[src/rtl/epp_cmd_framer_if.sv]
// EPP command framer bus bundle.
// Groups the host byte port (busBramIn, dataStb) with the framer results
// (wordOut, chSel, loadStb, stmBusy, cmdErr, toErr).
//   master : host side, drives byte and strobe, observes results
//   slave  : framer side, observes byte and strobe, drives results
interface epp_cmd_framer_if #(
  parameter int DATA_W     = 8,
  parameter int WORD_BYTES = 2,
  parameter int NUM_CH     = 4
);
  localparam int CH_W = (NUM_CH > 1) ? $clog2(NUM_CH) : 1;

  logic [DATA_W-1:0]            busBramIn;
  logic                         dataStb;
  logic [DATA_W*WORD_BYTES-1:0] wordOut;
  logic [CH_W-1:0]              chSel;
  logic [NUM_CH-1:0]            loadStb;
  logic                         stmBusy;
  logic                         cmdErr;
  logic                         toErr;

  modport master (
    output busBramIn, dataStb,
    input  wordOut, chSel, loadStb, stmBusy, cmdErr, toErr
  );

  modport slave (
    input  busBramIn, dataStb,
    output wordOut, chSel, loadStb, stmBusy, cmdErr, toErr
  );
endinterface

[src/rtl/epp_cmd_framer.sv]
// Strobe-driven command framer between the EPP byte port and the per-channel
// config loaders. Packets are CMD, KEY, then WORD_BYTES data bytes (MSB first).
// A completed packet updates wordOut/chSel and fires a one-hot, one-cycle
// loadStb for channel CMD-1. Bad CMD/KEY pulses cmdErr; a stalled packet
// pulses toErr after TIMEOUT cycles without an accepted byte.
// Ports:
//   clk  : system clock
//   rst  : synchronous reset, active-high
//   bus  : epp_cmd_framer_if slave modport (byte/strobe in, results out)
module epp_cmd_framer #(
  parameter int               DATA_W      = 8,
  parameter int               WORD_BYTES  = 2,
  parameter int               NUM_CH      = 4,
  parameter logic [DATA_W-1:0] KEY        = 8'h55,
  parameter int               SYNC_STAGES = 2,
  parameter int               TIMEOUT     = 1000
) (
  input  logic clk,
  input  logic rst,
  epp_cmd_framer_if.slave bus
);

  localparam int W    = DATA_W * WORD_BYTES;
  localparam int CH_W = (NUM_CH > 1) ? $clog2(NUM_CH) : 1;
  localparam int BC_W = (WORD_BYTES > 1) ? $clog2(WORD_BYTES) : 1;
  localparam int TO_W = (TIMEOUT > 1) ? $clog2(TIMEOUT) : 1;

  localparam logic [BC_W-1:0]   LAST_BYTE = BC_W'(WORD_BYTES - 1);
  localparam logic [TO_W-1:0]   TO_LAST   = TO_W'(TIMEOUT - 1);
  localparam logic [DATA_W-1:0] NCH_B     = DATA_W'(NUM_CH);

  typedef enum logic [1:0] {IDLE, KEY_S, DATA_S, COMMIT} state_t;

  state_t                 state;
  logic [SYNC_STAGES-1:0] stb_sync;
  logic                   stb_prev;
  logic [CH_W-1:0]        ch;
  logic [W-1:0]           shift;
  logic [W-1:0]           shift_next;
  logic [BC_W-1:0]        bcnt;
  logic [TO_W-1:0]        tcnt;
  logic                   accept;
  logic                   cmd_ok;

  // Falling edge of the synchronised strobe; the host keeps busBramIn stable
  // while the strobe is low, so it can be sampled directly in this cycle.
  assign accept = stb_prev & ~stb_sync[SYNC_STAGES-1];
  assign cmd_ok = (bus.busBramIn != '0) && (bus.busBramIn <= NCH_B);

  if (WORD_BYTES > 1) begin : g_multi
    assign shift_next = {shift[W-DATA_W-1:0], bus.busBramIn};
  end else begin : g_single
    assign shift_next = bus.busBramIn;
  end

  always_ff @(posedge clk) begin
    if (rst) begin
      stb_sync    <= '1;
      stb_prev    <= 1'b1;
      state       <= IDLE;
      ch          <= '0;
      shift       <= '0;
      bcnt        <= '0;
      tcnt        <= '0;
      bus.wordOut <= '0;
      bus.chSel   <= '0;
      bus.loadStb <= '0;
      bus.stmBusy <= 1'b0;
      bus.cmdErr  <= 1'b0;
      bus.toErr   <= 1'b0;
    end else begin
      // strobe synchroniser and edge-detect flop
      stb_sync    <= {stb_sync[SYNC_STAGES-2:0], bus.dataStb};
      stb_prev    <= stb_sync[SYNC_STAGES-1];
      bus.loadStb <= '0;
      bus.cmdErr  <= 1'b0;
      bus.toErr   <= 1'b0;
      case (state)
        // COMMIT lasts one cycle and treats any accept like IDLE does,
        // so back-to-back packets lose no byte.
        IDLE, COMMIT: begin
          tcnt <= '0;
          if (accept && cmd_ok) begin
            ch          <= CH_W'(bus.busBramIn - DATA_W'(1));
            state       <= KEY_S;
            bus.stmBusy <= 1'b1;
          end else begin
            bus.cmdErr  <= accept;
            state       <= IDLE;
            bus.stmBusy <= 1'b0;
          end
        end
        KEY_S, DATA_S: begin
          if (accept) begin
            // an accept in the expiry cycle wins over the timeout
            tcnt <= '0;
            if (state == KEY_S) begin
              if (bus.busBramIn == KEY) begin
                state <= DATA_S;
                bcnt  <= '0;
                shift <= '0;
              end else begin
                bus.cmdErr  <= 1'b1;
                state       <= IDLE;
                bus.stmBusy <= 1'b0;
              end
            end else begin
              shift <= shift_next;
              bcnt  <= bcnt + 1'b1;
              if (bcnt == LAST_BYTE) begin
                state       <= COMMIT;
                bus.wordOut <= shift_next;
                bus.chSel   <= ch;
                bus.loadStb <= NUM_CH'(1) << ch;
              end
            end
          end else if (tcnt == TO_LAST) begin
            bus.toErr   <= 1'b1;
            state       <= IDLE;
            bus.stmBusy <= 1'b0;
          end else begin
            tcnt <= tcnt + 1'b1;
          end
        end
        default: state <= IDLE;
      endcase
    end
  end

endmodule

[src/flat_wrapper.sv]
// flat-port wrapper written by rule: the top's interface ports become plain ports
module epp_cmd_framer_flat 
#(
  parameter int               DATA_W      = 8,
  parameter int               WORD_BYTES  = 2,
  parameter int               NUM_CH      = 4,
  parameter logic [DATA_W-1:0] KEY        = 8'h55,
  parameter int               SYNC_STAGES = 2,
  parameter int               TIMEOUT     = 1000
)
  (clk, rst, bus_busBramIn, bus_dataStb, bus_wordOut, bus_chSel, bus_loadStb, bus_stmBusy, bus_cmdErr, bus_toErr);
  epp_cmd_framer_if #(.DATA_W(DATA_W), .WORD_BYTES(WORD_BYTES), .NUM_CH(NUM_CH)) bus_i ();
  input  logic clk;
  input  logic rst;
  input wire logic [$bits(bus_i.busBramIn)-1:0] bus_busBramIn;
  input wire logic [$bits(bus_i.dataStb)-1:0] bus_dataStb;
  output wire logic [$bits(bus_i.wordOut)-1:0] bus_wordOut;
  output wire logic [$bits(bus_i.chSel)-1:0] bus_chSel;
  output wire logic [$bits(bus_i.loadStb)-1:0] bus_loadStb;
  output wire logic [$bits(bus_i.stmBusy)-1:0] bus_stmBusy;
  output wire logic [$bits(bus_i.cmdErr)-1:0] bus_cmdErr;
  output wire logic [$bits(bus_i.toErr)-1:0] bus_toErr;
  assign bus_i.busBramIn = bus_busBramIn;
  assign bus_i.dataStb = bus_dataStb;
  assign bus_wordOut = bus_i.wordOut;
  assign bus_chSel = bus_i.chSel;
  assign bus_loadStb = bus_i.loadStb;
  assign bus_stmBusy = bus_i.stmBusy;
  assign bus_cmdErr = bus_i.cmdErr;
  assign bus_toErr = bus_i.toErr;
  epp_cmd_framer #(.DATA_W(DATA_W), .WORD_BYTES(WORD_BYTES), .NUM_CH(NUM_CH), .KEY(KEY), .SYNC_STAGES(SYNC_STAGES), .TIMEOUT(TIMEOUT)) u_core (.clk(clk), .rst(rst), .bus(bus_i));
endmodule
[config.mk]
export PLATFORM = sky130hd
export DESIGN_NAME = epp_cmd_framer_flat
export DESIGN_NICKNAME = d
export VERILOG_FILES = /design/src/rtl/epp_cmd_framer_if.sv /design/src/rtl/epp_cmd_framer.sv /design/src/flat_wrapper.sv
export SDC_FILE = /design/constraint.sdc
export NUM_CORES = 1
export LEC_CHECK = 0
export BUFFER_PORTS_ARGS = -buffer_cell sky130_fd_sc_hd__buf_2
export CAP_MARGIN = 0
export CORE_ASPECT_RATIO = 1.2
export CORE_MARGIN = 2
export CORE_UTILIZATION = 44
export CTS_BUF_LIST = sky130_fd_sc_hd__clkbuf_4
export CTS_CLUSTER_SIZE = 8
export DETAILED_ROUTE_END_ITERATION = 8
export GPL_TIMING_DRIVEN = 0
export HOLD_SLACK_MARGIN = 0.08
export PLACE_DENSITY = 0.67
export SYNTH_ARGS = -nofsm -noshare
export SYNTH_HDL_FRONTEND = slang
export SYNTH_SLANG_ARGS = --single-unit
[constraint.sdc]
create_clock -name clk -period 1.9 [get_ports clk]
set_input_delay 0.38 -clock clk [delete_from_list [all_inputs] [get_ports clk]]
set_output_delay 0.38 -clock clk [all_outputs]
set_load 0.03 [all_outputs]
# Word level (Yosys, flattened, before mapping)
# Cells that the tools add are included.
[classes] n_mux=26 addsub=3 n_reduce_logical=13 shifts=1 bitwise_logic=6 n_lt_le_gt_ge=1 n_eq_ne=11
[op_table] operator="$mux 10" count=2
[op_table] operator="$pmux 10 s2" count=1
[op_table] operator="$mux 8" count=2
[op_table] operator="$mux 1" count=13
[op_table] operator="$add 10x1->10 const B" count=1
[op_table] operator="$eq 10x10->1 const B" count=1
[op_table] operator="$mux 2" count=5
[op_table] operator="$eq 8x7->1 const B" count=1
[op_table] operator="$le 8x3->1 const B" count=1
[op_table] operator="$reduce_bool 8->1" count=1
[op_table] operator="$ne 3x3->1 const B" count=2
[op_table] operator="$reduce_and 3->1" count=2
[op_table] operator="$not 1->1" count=5
[op_table] operator="$reduce_or 5->1" count=1
[op_table] operator="$eq 2x2->1 const B" count=2
[op_table] operator="$ne 4x3->1 const B" count=1
[op_table] operator="$pmux 1 s2" count=2
[op_table] operator="$pmux 2 s2" count=1
[op_table] operator="$reduce_and 2->1" count=2
[op_table] operator="$reduce_and 4->1" count=1
[op_table] operator="$reduce_or 2->1" count=2
[op_table] operator="$shl 1x2->4 const A" count=1
[op_table] operator="$ne 3x1->1 const B" count=1
[op_table] operator="$ne 3x2->1 const B" count=1
[op_table] operator="8 further kinds" count=9
[totals] elab_cells=74 reg_bits=51

# Longest topological paths before layout
[logic_depth] ltp_word=5 ltp_mapped=7 mapped_depth_nobuf=6

# Worst setup path before layout
# OpenSTA, ideal clock, no wires.
[synth_timing] path_type="reg-to-reg" startpoint="register u_core.state[0]" endpoint="register u_core.ch[0]" path_slack_ns=0.155 required_ns=1.772 n_path_buf=0 period_less_slack_ns=1.745 stages_incl_launch_ff=7 arrival_time_ns=1.618 setup_time_ns=0.128 cell_sequence="dfxtp_1 > inv_1 > ha_1 > or3b_1 > nor4_4 > mux2i_1 > nor2_1"
[synth_via] elab_chain_len=3 elab_cells_between_ends=4
[synth_rtl] item="start: declaration" line_no="epp_cmd_framer.sv:34" rtl="state_t state;"
[synth_rtl] item="start signal: assignment" line_no="epp_cmd_framer.sv:60" rtl="state <= IDLE;"
[synth_rtl] item="start signal: assignment" line_no="epp_cmd_framer.sv:85" rtl="state <= KEY_S;"
[synth_rtl] item="start signal: assignment" line_no="epp_cmd_framer.sv:89" rtl="state <= IDLE;"
[synth_rtl] item="$eq 2x2->1 or $logic_not 2->1 (tied branches)" line_no="epp_cmd_framer.sv:78" rtl="case (state)"
[synth_rtl] item="$reduce_or 2->1 (*)" line_no="epp_cmd_framer.sv:78"
[synth_rtl] item="$reduce_and 2->1 (no line) (*)"
[synth_rtl] item="end signal: assignment" line_no="epp_cmd_framer.sv:84" rtl="ch <= CH_W'(bus.busBramIn - DATA_W'(1));"
[synth_rtl] item="end: declaration" line_no="epp_cmd_framer.sv:37" rtl="logic [CH_W-1:0] ch;"
# Every way passes the cells marked *; elsewhere a longest branch is shown, timed or not.
# A chain may end at the register's enable or synchronous reset.

# Final worst setup path
[layout_timing] startpoint="register u_core.state[1]" endpoint="register u_core.shift[5]"
[layout_via] elab_chain_len=3 elab_cells_between_ends=6
[layout_rtl] item="$eq 2x1->1 or $eq 2x2->1 (tied branches)" line_no="epp_cmd_framer.sv:78, epp_cmd_framer.sv:97"
[layout_rtl] item="$ne 2x2->1 (no line) or $reduce_or 2->1 (tied branches)"
[layout_rtl] item="$reduce_and 3->1 (no line)"
[layout_rtl] item="end signal: assignment" line_no="epp_cmd_framer.sv:108" rtl="shift <= shift_next;"
[layout_rtl] item="end: declaration" line_no="epp_cmd_framer.sv:38" rtl="logic [W-1:0] shift;"
# Several ways; a longest one is shown, not always the timed one.

==> run_results.csv <==
group,metric,value,unit
cts,root_buffer,"clkbuf_4",
synth,syn_inst,233,
setup_path,arrival,2.11,ns
sta,fin_hold_ws,0.177,ns
sta,min_period_over_period,95.5,%
pwr,powerDensity,714,nW/µm²
worst_hold_path,hp-class,"in2reg",
sta,slew_headroom,65.1,%
sta,finClkSkew,0.0114,ns
pwr,p_int,0.00137,W
detailed_routing,drtIter0Drc,84,
sta,rsz0062_at_grt,"true",
synth,ys_types,36,
finish,nets,301,
finish,drive_gt1_share,24.8,%
setup_path,crit_family,"buffers and inverters",
setup_path,worst_r2r_endpoint,"u_core.shift[5]",
die,dieArea,5210,µm²
detailed_routing,routedWlPerCell,13.1,µm
status,outcome,"completed",
global_route,overflow,0,
finish,num-fill-cells,442,
die,pin_count,36,
setup_path,critPathBufInv,2,
placed_design,routabilityCongestion,0.836,
synth,syn_area,2050,µm²
pwr,switching_share,22.4,%
pwr,comb_power_share,4.0,%
setup_path,worstSetupPathType,"reg2reg",
setup_path,cp-start-kind,"flip-flop",
setup_path,critPathSlowestCell,"dfxtp_1",
die,die_h,78.7,µm
sta,period_needed,1.82,ns
setup_path,r2r-start,"u_core.state[1]",
die,num_rows,27,
global_route,antenna_found_initial,0,
die,initial_core_util,45.2,%
detailed_routing,post-route-drc-count,0,
sta,drv_slew,0,
placed_design,place_area,2290,µm²
synth,synth_top_cell_by_area,"dfxtp_1",
setup_path,worst-r2r-setup-slack,0.08,ns
synth,synth.most_common_cell,"dfxtp_1",
pwr,p_leak,0.960,nW
pwr,switching_power,0.000398,W
synth,synth-edff-count,0,
synth,synthTopCellsByArea,"dfxtp_1 (50%), a21oi_1 (9.1%), nand2_1 (7.7%)",
synth,synth_ff_type,"dfxtp_1",
synth,yosysWarnings,0,
worst_hold_path,min-delay-start,"bus_dataStb",
cts,cts_tree,"yes",
finish,syn_to_final_growth,21.2,%
global_route,grt_pass1_vias,1527,
placed_design,port_buffers,35,
finish,antenna_cells,0,
sta,worstMarginPinSlew,0.520,ns
pwr,p_seq_share,60.7,%
cts,htree_levels,2,
cts,clock_latency,0.38,ns
flow_run,drv_cap,0,
setup_path,reg2reg_depth,6,
die,dieWidth,66.2,µm
detailed_routing,dr.pass1.iters,4,
synth,synth.avg_cell_area,8.78,µm²
synth,async_reset_ff_share,0,%
detailed_routing,drt-total-wl,4510,µm
setup_path,path_max_fanout,10,
global_route,grt_pass1_wl,7130,µm
sta,hold_viol,0,
global_route,grt_util_all_layers,17.7,%
synth,synth_top_area_share,49.9,%
setup_path,path_cells,"ha_4, buf_4, nor3_4, clkbuf_4, a21oi_1, a211oi_1",
setup_path,crit_required,2.19,ns
die,fp.coreArea,4530,µm²
placed_design,hpwl,3120,µm
sta,setup_viol,0,
sta,timing.fmax,551,MHz
cts,cts_made_buffers,5,
synth,ys_seq_elements,51,
worst_hold_path,hold_depth,2,
global_route,grt_max_degree,17,
synth,yosysSeqAreaShare,49.9,%
detailed_routing,antenna_left,0,
synth,netlist_top_cells_count,"dfxtp_1 (51), nand2_1 (42), a21oi_1 (37)",
synth,syn-num-nets,249,
setup_path,end_kind,"flip-flop",
cts,clock_path_buffers,2,
worst_hold_path,whs_endpoint,"u_core.stb_sync[0]",
setup_path,crit_path_max_incr_delay,0.44,ns
pwr,ir_drop,0.000437,V
cts,clk_pin_slew,0.15,ns
detailed_routing,viasPerCell,5.16,
detailed_routing,vias,1775,
cts,cts_hold_repair.buffers,0,
cts,clock_sinks,51,
finish,stdcell_area,2480,µm²
pwr,p_clk_share,35.4,%
[power by group through the flow]
stage          Combinational, W  Sequential [W]  Clock (W)
2_1_floorplan         0.0000343         0.00110          0
6_report              0.0000701         0.00107   0.000627
4_1_cts               0.0000693         0.00107   0.000639
3_5_place_dp          0.0000671         0.00110          0
3_3_place_gp          0.0000677         0.00110          0
5_1_grt               0.0000770         0.00108   0.000693
[cell usage in the layout, fill, tap and decap left out, types with 2 or more instances in the layout]
cell and n:
nor2_1 12, xor2_1 4, inv_1 6, buf_4 10, dfxtp_1 50, buf_2 38, clkbuf_4 6, xnor2_1 3
nor2b_1 3, ha_1 4, mux2i_1 2, clkbuf_1 7, nand3b_1 2, a21oi_1 37, nor4_1 3, or2_2 4
and3_1 2, a211oi_1 10, nand2_1 42, o21ai_0 3, nand3_1 3, nand4_1 2, nor3_1 8, a311oi_1 2
or3_1 3
[flip-flops by register name, summed over array words and instances, names as in the netlist]
name / cells
u_core.shift: 8
u_core.bus.wordOut: 16
u_core.bus.toErr: 1
u_core.bus.chSel: 2
u_core.bus.cmdErr: 1
u_core.ch: 2
u_core.state: 2
u_core.stb_prev: 1
u_core.bcnt: 1
u_core.bus.loadStb: 4
u_core.bus.stmBusy: 1
u_core.tcnt: 10
u_core.stb_sync: 2
[area by class of cell]
cell class	instances	area [µm²]	area share, %
buffer	11	48.8	1.97
multi-input combinational	164	978	39.5
inverter	7	26.3	1.06
clock buffer	5	37.5	1.51
clock inverter	3	43.8	1.77
timing repair buffer	45	250	10.1
tap	58	72.6	2.93
sequential	51	1020	41.2
[worst max path at each step]
stage                    start                    end  depth (start not counted)
2_1_floorplan  u_core.state[0]           u_core.ch[0]                          6
3_3_place_gp   u_core.state[0]  u_core.bus.loadStb[2]                          6
5_1_grt        u_core.state[0]  u_core.bus.loadStb[0]                          7
4_1_cts        u_core.state[0]           u_core.ch[0]                          7
3_5_place_dp   u_core.state[0]  u_core.bus.loadStb[0]                          6
6_report       u_core.state[1]        u_core.shift[5]                          6
[kinds of logic after synthesis]
group	after synthesis	share of synthesized area (%)
DFF	51	49.9
adders and majority gates	5	3.06
xor gates and xnor gates	7	3.00
muxes	2	0.979
AOI/OAI and AO/OA	56	15.9
buffers and inverters	18	3.55
and+or+nand+nor	94	23.6
[repair_timing]
item	CTS	global route
setup endpoints to repair	17	17
setup buffers	4	6
pin swaps	3	3
gates resized for setup	6	2
[metal layers]
layer / routed length (µm) / vias up / share of wire [%] / global-route usage [%]
met2: 2220 / 34 / 49 / 28.1
met1: 2040 / 818 / 45 / 22.6
met5: 0 / - / 0 / 0
li1: - / 914 / - / -
met4: 59 / 0 / 1.3 / 6.94
met3: 183 / 9 / 4.1 / 4.82
[metrics by stage]
step | TNS [ns] | setup slack [ns] | instances | util (%) | total power [W]
3_5_place_dp | -2.06 | -0.208 | 326 | 50.7 | 0.00117
4_1_cts | 0 | 0.0181 | 338 | 53.6 | 0.00178
3_3_place_gp | -1.30 | -0.146 | 326 | 50.7 | 0.00117
6_report | 0 | 0.0848 | 344 | 54.8 | 0.00177
5_1_grt | -0.0229 | -0.0140 | 344 | 54.8 | 0.00185
2_1_floorplan | 0 | 0.155 | 233 | - | 0.00113
Power figures use the tool's default switching activity.
